File: src/rtl/mem_wb_stage_pkg.sv
// Shared types and widths for the MEM/WB back end: FSM state encoding and datapath widths.
package mem_wb_stage_pkg;

    localparam int          DATA_W           = 32;
    localparam int          REG_W            = 4;
    localparam logic [31:0] DEFAULT_MEM_BASE = 32'd1024;

    typedef enum logic {
        IDLE = 1'b0,
        WAIT = 1'b1
    } state_e;

endpackage

File: src/rtl/mem_wb_stage_if.sv
// EX-to-MEM request bundle plus the write-back bundle returned to the ID stage.
// Handshake: no valid/ready pair; the upstream stages hold every request field stable while freeze=1,
// and a request is consumed on the edge where freeze=0 (the commit edge).
interface mem_wb_stage_if;
    import mem_wb_stage_pkg::*;

    logic              wb_enable_in;
    logic              mem_read_enable;
    logic              mem_write_enable;
    logic [DATA_W-1:0] ALU_result;
    logic [DATA_W-1:0] Val_Rm;
    logic [REG_W-1:0]  Dest;
    logic              freeze;
    logic              wb_enable_out;
    logic [REG_W-1:0]  Dest_wb;
    logic [DATA_W-1:0] Result_WB;

    modport master (
        output wb_enable_in, mem_read_enable, mem_write_enable, ALU_result, Val_Rm, Dest,
        input  freeze, wb_enable_out, Dest_wb, Result_WB
    );

    modport slave (
        input  wb_enable_in, mem_read_enable, mem_write_enable, ALU_result, Val_Rm, Dest,
        output freeze, wb_enable_out, Dest_wb, Result_WB
    );

endinterface

File: src/rtl/mem_wb_stage_data_mem_ctrl.sv
// Word-addressed data memory with a wait-state FSM; generates freeze while an access is in
// flight and a one-cycle commit strobe when the instruction may retire.
module data_mem_ctrl
    import mem_wb_stage_pkg::*;
#(
    parameter int          MEM_DEPTH   = 64,
    parameter logic [31:0] MEM_BASE    = DEFAULT_MEM_BASE,
    parameter int          WAIT_STATES = 3
) (
    input  logic              clk,
    input  logic              rst,
    input  logic              rd_en,
    input  logic              wr_en,
    input  logic [DATA_W-1:0] addr,
    input  logic [DATA_W-1:0] wdata,
    output logic              freeze,
    output logic              commit,
    output logic              is_load,
    output logic [DATA_W-1:0] rdata,
    output state_e            state
);

    localparam int ADDR_W = $clog2(MEM_DEPTH);
    localparam int CNT_W  = (WAIT_STATES > 0) ? $clog2(WAIT_STATES + 1) : 1;

    state_e             state_q, state_d;
    logic [CNT_W-1:0]   cnt_q, cnt_d;
    logic [ADDR_W-1:0]  idx;
    logic               req;
    logic               freeze_raw;
    logic               commit_raw;
    logic [DATA_W-1:0]  mem [MEM_DEPTH];

    // Byte offset from the window base; low two bits dropped, high bits truncated so addresses wrap.
    assign idx     = ADDR_W'((addr - MEM_BASE) >> 2);
    assign req     = rd_en | wr_en;
    assign is_load = rd_en & ~wr_en;
    assign rdata   = mem[idx];

    always_comb begin
        state_d    = state_q;
        cnt_d      = cnt_q;
        freeze_raw = 1'b0;
        commit_raw = 1'b0;
        case (state_q)
            IDLE: begin
                if (!req || WAIT_STATES == 0) begin
                    commit_raw = 1'b1;
                end else begin
                    freeze_raw = 1'b1;
                    cnt_d      = CNT_W'(WAIT_STATES - 1);
                    state_d    = WAIT;
                end
            end
            WAIT: begin
                if (cnt_q != '0) begin
                    freeze_raw = 1'b1;
                    cnt_d      = cnt_q - 1'b1;
                end else begin
                    commit_raw = 1'b1;
                    state_d    = IDLE;
                end
            end
            default: begin
                state_d = IDLE;
                cnt_d   = '0;
            end
        endcase
    end

    // Holding reset suppresses both strobes so an aborted store never reaches the array.
    assign freeze = freeze_raw & rst;
    assign commit = commit_raw & rst;
    assign state  = state_q;

    always_ff @(posedge clk) begin
        if (!rst) begin
            state_q <= IDLE;
            cnt_q   <= '0;
        end else begin
            state_q <= state_d;
            cnt_q   <= cnt_d;
        end
    end

    always_ff @(posedge clk) begin
        if (commit && wr_en) begin
            mem[idx] <= wdata;
        end
    end

endmodule

File: src/rtl/mem_wb_stage.sv
// MEM/WB back end: drives the data-memory controller and holds the MEM/WB register whose
// write-back mux feeds the ID-stage register file.
module mem_wb_stage
    import mem_wb_stage_pkg::*;
#(
    parameter int          MEM_DEPTH   = 64,
    parameter logic [31:0] MEM_BASE    = DEFAULT_MEM_BASE,
    parameter int          WAIT_STATES = 3
) (
    input  logic               clk,
    input  logic               rst,
    mem_wb_stage_if.slave      bus,
    output state_e             dbg_state
);

    logic              freeze;
    logic              commit;
    logic              is_load;
    logic [DATA_W-1:0] rdata;

    logic              wb_en_q, wb_en_d;
    logic              load_q, load_d;
    logic [DATA_W-1:0] alu_q, alu_d;
    logic [DATA_W-1:0] mem_data_q, mem_data_d;
    logic [REG_W-1:0]  dest_q, dest_d;

    data_mem_ctrl #(
        .MEM_DEPTH   (MEM_DEPTH),
        .MEM_BASE    (MEM_BASE),
        .WAIT_STATES (WAIT_STATES)
    ) u_mem_ctrl (
        .clk     (clk),
        .rst     (rst),
        .rd_en   (bus.mem_read_enable),
        .wr_en   (bus.mem_write_enable),
        .addr    (bus.ALU_result),
        .wdata   (bus.Val_Rm),
        .freeze  (freeze),
        .commit  (commit),
        .is_load (is_load),
        .rdata   (rdata),
        .state   (dbg_state)
    );

    // Non-commit cycles insert a bubble: only the write enable drops, so the register file
    // sees each instruction exactly once.
    always_comb begin
        wb_en_d    = 1'b0;
        load_d     = load_q;
        alu_d      = alu_q;
        mem_data_d = mem_data_q;
        dest_d     = dest_q;
        if (commit) begin
            wb_en_d    = bus.wb_enable_in;
            load_d     = is_load;
            alu_d      = bus.ALU_result;
            mem_data_d = rdata;
            dest_d     = bus.Dest;
        end
    end

    always_ff @(posedge clk) begin
        if (!rst) begin
            wb_en_q    <= 1'b0;
            load_q     <= 1'b0;
            alu_q      <= '0;
            mem_data_q <= '0;
            dest_q     <= '0;
        end else begin
            wb_en_q    <= wb_en_d;
            load_q     <= load_d;
            alu_q      <= alu_d;
            mem_data_q <= mem_data_d;
            dest_q     <= dest_d;
        end
    end

    assign bus.freeze        = freeze;
    assign bus.wb_enable_out = wb_en_q;
    assign bus.Dest_wb       = dest_q;
    assign bus.Result_WB     = load_q ? mem_data_q : alu_q;

endmodule

File: src/flat_wrapper.sv
// flat-port wrapper written by rule: the top's interface ports become plain ports
module mem_wb_stage_flat import mem_wb_stage_pkg::*;
#(
    parameter int          MEM_DEPTH   = 64,
    parameter logic [31:0] MEM_BASE    = DEFAULT_MEM_BASE,
    parameter int          WAIT_STATES = 3
)
  (clk, rst, dbg_state, bus_wb_enable_in, bus_mem_read_enable, bus_mem_write_enable, bus_ALU_result, bus_Val_Rm, bus_Dest, bus_freeze, bus_wb_enable_out, bus_Dest_wb, bus_Result_WB);
  mem_wb_stage_if bus_i ();
  input  logic clk;
  input  logic rst;
  output state_e dbg_state;
  input wire logic [$bits(bus_i.wb_enable_in)-1:0] bus_wb_enable_in;
  input wire logic [$bits(bus_i.mem_read_enable)-1:0] bus_mem_read_enable;
  input wire logic [$bits(bus_i.mem_write_enable)-1:0] bus_mem_write_enable;
  input wire logic [$bits(bus_i.ALU_result)-1:0] bus_ALU_result;
  input wire logic [$bits(bus_i.Val_Rm)-1:0] bus_Val_Rm;
  input wire logic [$bits(bus_i.Dest)-1:0] bus_Dest;
  output wire logic [$bits(bus_i.freeze)-1:0] bus_freeze;
  output wire logic [$bits(bus_i.wb_enable_out)-1:0] bus_wb_enable_out;
  output wire logic [$bits(bus_i.Dest_wb)-1:0] bus_Dest_wb;
  output wire logic [$bits(bus_i.Result_WB)-1:0] bus_Result_WB;
  assign bus_i.wb_enable_in = bus_wb_enable_in;
  assign bus_i.mem_read_enable = bus_mem_read_enable;
  assign bus_i.mem_write_enable = bus_mem_write_enable;
  assign bus_i.ALU_result = bus_ALU_result;
  assign bus_i.Val_Rm = bus_Val_Rm;
  assign bus_i.Dest = bus_Dest;
  assign bus_freeze = bus_i.freeze;
  assign bus_wb_enable_out = bus_i.wb_enable_out;
  assign bus_Dest_wb = bus_i.Dest_wb;
  assign bus_Result_WB = bus_i.Result_WB;
  mem_wb_stage #(.MEM_DEPTH(MEM_DEPTH), .MEM_BASE(MEM_BASE), .WAIT_STATES(WAIT_STATES)) u_core (.clk(clk), .rst(rst), .bus(bus_i), .dbg_state(dbg_state));
endmodule
File: config.mk
export PLATFORM = sky130hd
export DESIGN_NAME = mem_wb_stage_flat
export DESIGN_NICKNAME = d
export VERILOG_FILES = /design/src/rtl/mem_wb_stage_pkg.sv /design/src/rtl/mem_wb_stage_if.sv /design/src/rtl/mem_wb_stage_data_mem_ctrl.sv /design/src/rtl/mem_wb_stage.sv /design/src/flat_wrapper.sv
export SDC_FILE = /design/constraint.sdc
export NUM_CORES = 2
export LEC_CHECK = 0
export CAP_MARGIN = 30
export CELL_PAD_IN_SITES_DETAIL_PLACEMENT = 1
export CELL_PAD_IN_SITES_GLOBAL_PLACEMENT = 1
export CORE_ASPECT_RATIO = 1.75
export CORE_MARGIN = 5
export CORE_UTILIZATION = 43
export DETAILED_ROUTE_END_ITERATION = 16
export HOLD_SLACK_MARGIN = 0.1
export PLACE_DENSITY = 0.66
export SLEW_MARGIN = 20
export SYNTH_ARGS = -nofsm -noshare
export SYNTH_HDL_FRONTEND = slang
export SYNTH_SLANG_ARGS = --single-unit
File: constraint.sdc
create_clock -name clk -period 5.2 [get_ports clk]
set_clock_uncertainty 0.05 [all_clocks]
set_input_delay 1.04 -clock clk [delete_from_list [all_inputs] [get_ports clk]]
set_output_delay 1.04 -clock clk [all_outputs]
set_load 0.02 [all_outputs]
==> impl_metrics.env <==
export IMPL_p_comb_share_pct=7.0
export IMPL_cp_start_kind="register"
export IMPL_grt_overflow=0
export IMPL_path_class="reg -> out"
export IMPL_setup_viol=0
export IMPL_fin_ws_ps=1040
export IMPL_grt_max_degree=95
export IMPL_cp_cell_sequence="buf_4, mux2_2, clkdlybuf4s50_1"
export IMPL_cpPeakStageDelay_ps=870
export IMPL_sw_frac_of_total_pct=23.1
export IMPL_netSwitchingPower_mw=8.09
export IMPL_die_h_microns=586
export IMPL_critPathBufInv=2
export IMPL_intPower_mw=27.0
export IMPL_synth_area_mux_share_pct=6.88
export IMPL_yosysTopAreaCell="edfxtp_1"
export IMPL_netlist_instances=4584
export IMPL_hold_path_class="reg -> reg"
export IMPL_cp_top_family="buffers and inverters"
export IMPL_synth_fp_nets=4658
export IMPL_period_needed_ps=4160
export IMPL_drt_iter0_drc=6741
export IMPL_grt_first_pass_wirelength_microns=421000
export IMPL_clk_latency_ps=830
export IMPL_synth_xor_area_share_pct=0
export IMPL_multi_input_area_sq_mm=0.0173
export IMPL_synthFlopType="edfxtp_1"
export IMPL_synth_seq_cells=2121
export IMPL_clkTransAtPathRegs_ps=70
export IMPL_wire_per_inst_microns=41.2
export IMPL_ctsResizeCount=0
export IMPL_io_buffers=111
export IMPL_cts_max_level=4
export IMPL_power_density_mw_per_mm2=375
export IMPL_dp_slack_ps=515
export IMPL_drt_first_pass_iters=5
export IMPL_slew_viol_final=0
export IMPL_synth_yosys_seq_area_share_pct=77.3
export IMPL_status="finished, final reports clean"
export IMPL_ios=112
export IMPL_syn_area_sq_mm=0.0815
export IMPL_drcViolationCount=0
export IMPL_synth_top_family_by_area="compound AO/OA/AOI/OAI gates"
export IMPL_required_ps=4110
export IMPL_synth_avg_cell_area_sq_um=17.8
export IMPL_power_leakage_nw=29.4
export IMPL_synthArstFlopShare_pct=0
export IMPL_row_count=211
export IMPL_layout_nets=4962
export IMPL_die_area_sq_mm=0.199
export IMPL_area_delta_synth_final_pct=14.7
export IMPL_fin_crit_sh_pct=80.0
export IMPL_ant_nets=0
export IMPL_grt_setup_unrepaired="false"
export IMPL_cts_root_buf="clkbuf_16"
export IMPL_synth_cell_types=71
export IMPL_post_cts_buffers=0
export IMPL_synth_edf_count=2048
export IMPL_die_x_microns=339
export IMPL_synth_top_cell_area_share_pct=75.5
export IMPL_clockBufferDepth=4
export IMPL_cp_arrival_ps=3070
export IMPL_cts_sinks=2121
export IMPL_yosysWarnings=0
export IMPL_hpwlAfterDp_microns=195000
export IMPL_crit_fanout=18
export IMPL_gp_congestion=0.938
export IMPL_max_cap_violations=0
export IMPL_initial_core_util_pct=43.2
export IMPL_fmax_mhz=240
export IMPL_cts_hold_buf=0
export IMPL_drt_wl_total_microns=309000
export IMPL_dr_total_vias=50300
export IMPL_worst_path_max_delay_cell="dfxtp_2"
export IMPL_worstSetupEndpointType="output port"
export IMPL_regArea_sq_mm=0.0630
export IMPL_synth_compound_area_share_pct=11.2
export IMPL_antenna_found_initial=17
export IMPL_cts_tree="done"
export IMPL_core_area_sq_mm=0.189
export IMPL_setup_tns_ps=0
export IMPL_ir_drop_mv=0.234
export IMPL_fill_cells=17300
export IMPL_finalHoldViolCount=0
export IMPL_synth_adder_area_share_pct=0.0154
export IMPL_slew_headroom_pct=26.1
export IMPL_grt_usage_pct=30.3
export IMPL_clock_power_share_pct=39.1
export IMPL_tightestPinTransition_ps=1110
export IMPL_seqPwrFrac_pct=53.9
export IMPL_grt_pass1_vias=51400
export IMPL_synth_simple_area_share_pct=2.41
export IMPL_numCtsBuffers=186
export IMPL_drive_above_1_share_pct=20.1
export IMPL_via_per_inst=6.72
export IMPL_ys_top_cells_by_area="edfxtp_1, a22oi_1, a221oi_1"
synth_stat cells, types with 6 or more instances:
master and count:
edfxtp_1 2048, a22oi_1 314, a221oi_1 242, mux2_2 181, nor2_1 172, mux2i_1 169
nand2_1 157, buf_2 152, o22ai_1 139, a21oi_1 117, o21ai_0 112, clkbuf_1 100
mux4_2 82, dfxtp_1 73, a22o_1 49, a31oi_1 45, buf_4 42, a21boi_0 39
nor3_1 39, o221ai_1 28, o2bb2ai_1 28, a221o_1 27, buf_6 27, buf_1 19
nand3_1 17, and3_1 12, o22a_1 12, o2111a_1 11, a211oi_1 10, nor2b_1 7
nor4_1 7, a211o_1 6, and2_1 6, o211ai_1 6
cell usage in the layout (no fill, tap or decap), types with 30 or more instances in the layout:
| cell | synthesis | layout |
|---|---|---|
| mux2_2 | 181 | 181 |
| dfxtp_1 | 73 | 72 |
| edfxtp_1 | 2048 | 2048 |
| a21boi_0 | 39 | 39 |
| buf_12 | 0 | 56 |
| o21ai_0 | 112 | 111 |
| a22o_1 | 49 | 49 |
| a31oi_1 | 45 | 45 |
| a22oi_1 | 314 | 314 |
| nand2_1 | 157 | 155 |
| clkdlybuf4s50_1 | 0 | 75 |
| nor2_4 | 1 | 68 |
| o22ai_1 | 139 | 139 |
| nor3_1 | 39 | 35 |
| clkbuf_16 | 0 | 188 |
| clkinv_1 | 0 | 30 |
| a21oi_1 | 117 | 116 |
| mux2i_1 | 169 | 169 |
| clkbuf_1 | 100 | 47 |
| a221oi_1 | 242 | 242 |
| buf_4 | 42 | 294 |
| mux4_2 | 82 | 82 |
| nor2_1 | 172 | 106 |
power by group through the flow:
| stage | Clock [mW] | Combinational (mW) | Sequential, mW |
|---|---|---|---|
| floorplan | 0 | 1.10 | 19.2 |
| global placement | 0 | 2.35 | 19.3 |
| detailed placement | 0 | 2.40 | 19.3 |
| CTS | 13.8 | 2.41 | 18.9 |
| global route | 14.6 | 2.50 | 18.9 |
| finish | 13.7 | 2.45 | 18.9 |
per-layer routing:
| metal | part of all wire, % | track usage (%) | wire length, microns | vias to the layer above |
|---|---|---|---|---|
| li1 | - | - | - | 19600 |
| met1 | 33 | 34.4 | 102000 | 26300 |
| met2 | 49 | 51.4 | 150000 | 3378 |
| met3 | 8.8 | 5.50 | 27100 | 997 |
| met4 | 9.6 | 22.6 | 29500 | 6 |
| met5 | 0.011 | 0 | 34 | - |
worst paths after layout:
kind | from | cells past startpoint | slack [ps] | end
min reg2reg | u_core.bus.Dest_wb[0] | 2 | 420 | u_core.bus.Dest_wb[0]
max reg2reg | u_core.u_mem_ctrl.state | 6 | 1540 | u_core.u_mem_ctrl.mem[31][20]
max | u_core.load_q | 3 | 1040 | bus_Result_WB[25]
min | u_core.bus.Dest_wb[0] | 2 | 420 | u_core.bus.Dest_wb[0]
worst reg2reg max path, stage by stage, from the launching register on:
cell	delay, ps
dfxtp_1	400
nor3_1	500
a21o_4	170
and3_1	510
nand2_1	620
nor2_4	780
buf_12	280
layout make-up:
cell class	instances	area share [%]
clock inverters	91	0.905
inverters	7	0.0415
repair buffers	457	4.57
flip-flops and latches	2121	67.4
clock buffers	241	5.31
diodes	5	0.0134
well taps	2449	3.28
multi-input cells	2115	18.5
stage by stage:
stage | util, % | power [mW] | hold slack, ps | cells | cell area (sq um)
CTS | 49.5 | 35.1 | 418 | 7480 | 93400
finish | 49.5 | 35.0 | 418 | 7486 | 93400
floorplan | - | 20.3 | 388 | 4584 | 81500
global route | 49.5 | 36.0 | 442 | 7484 | 93400
detailed placement | 46.4 | 21.7 | 409 | 7148 | 87600
global placement | 46.4 | 21.6 | 398 | 7144 | 87500
registers in the layout (all words and copies together), names as in the netlist:
signal / count
u_core.u_mem_ctrl.mem: 2048
u_core.alu_q: 32
u_core.mem_data_q: 32
u_core.bus.Dest_wb: 4
u_core.u_mem_ctrl.cnt_q: 2
u_core.bus.wb_enable_out: 1
u_core.load_q: 1
u_core.u_mem_ctrl.state: 1
kinds of logic (layout without fill, tap and decap cells):
| group | Yosys count | after routing |
|---|---|---|
| compound gates | 1230 | 1230 |
| fa+ha+maj | 1 | 1 |
| other cells | 0 | 5 |
| flops | 2121 | 2121 |
| mux | 434 | 434 |
| simple gates | 450 | 450 |
| buf+inv | 348 | 796 |
(Power assumes the default switching activity.)
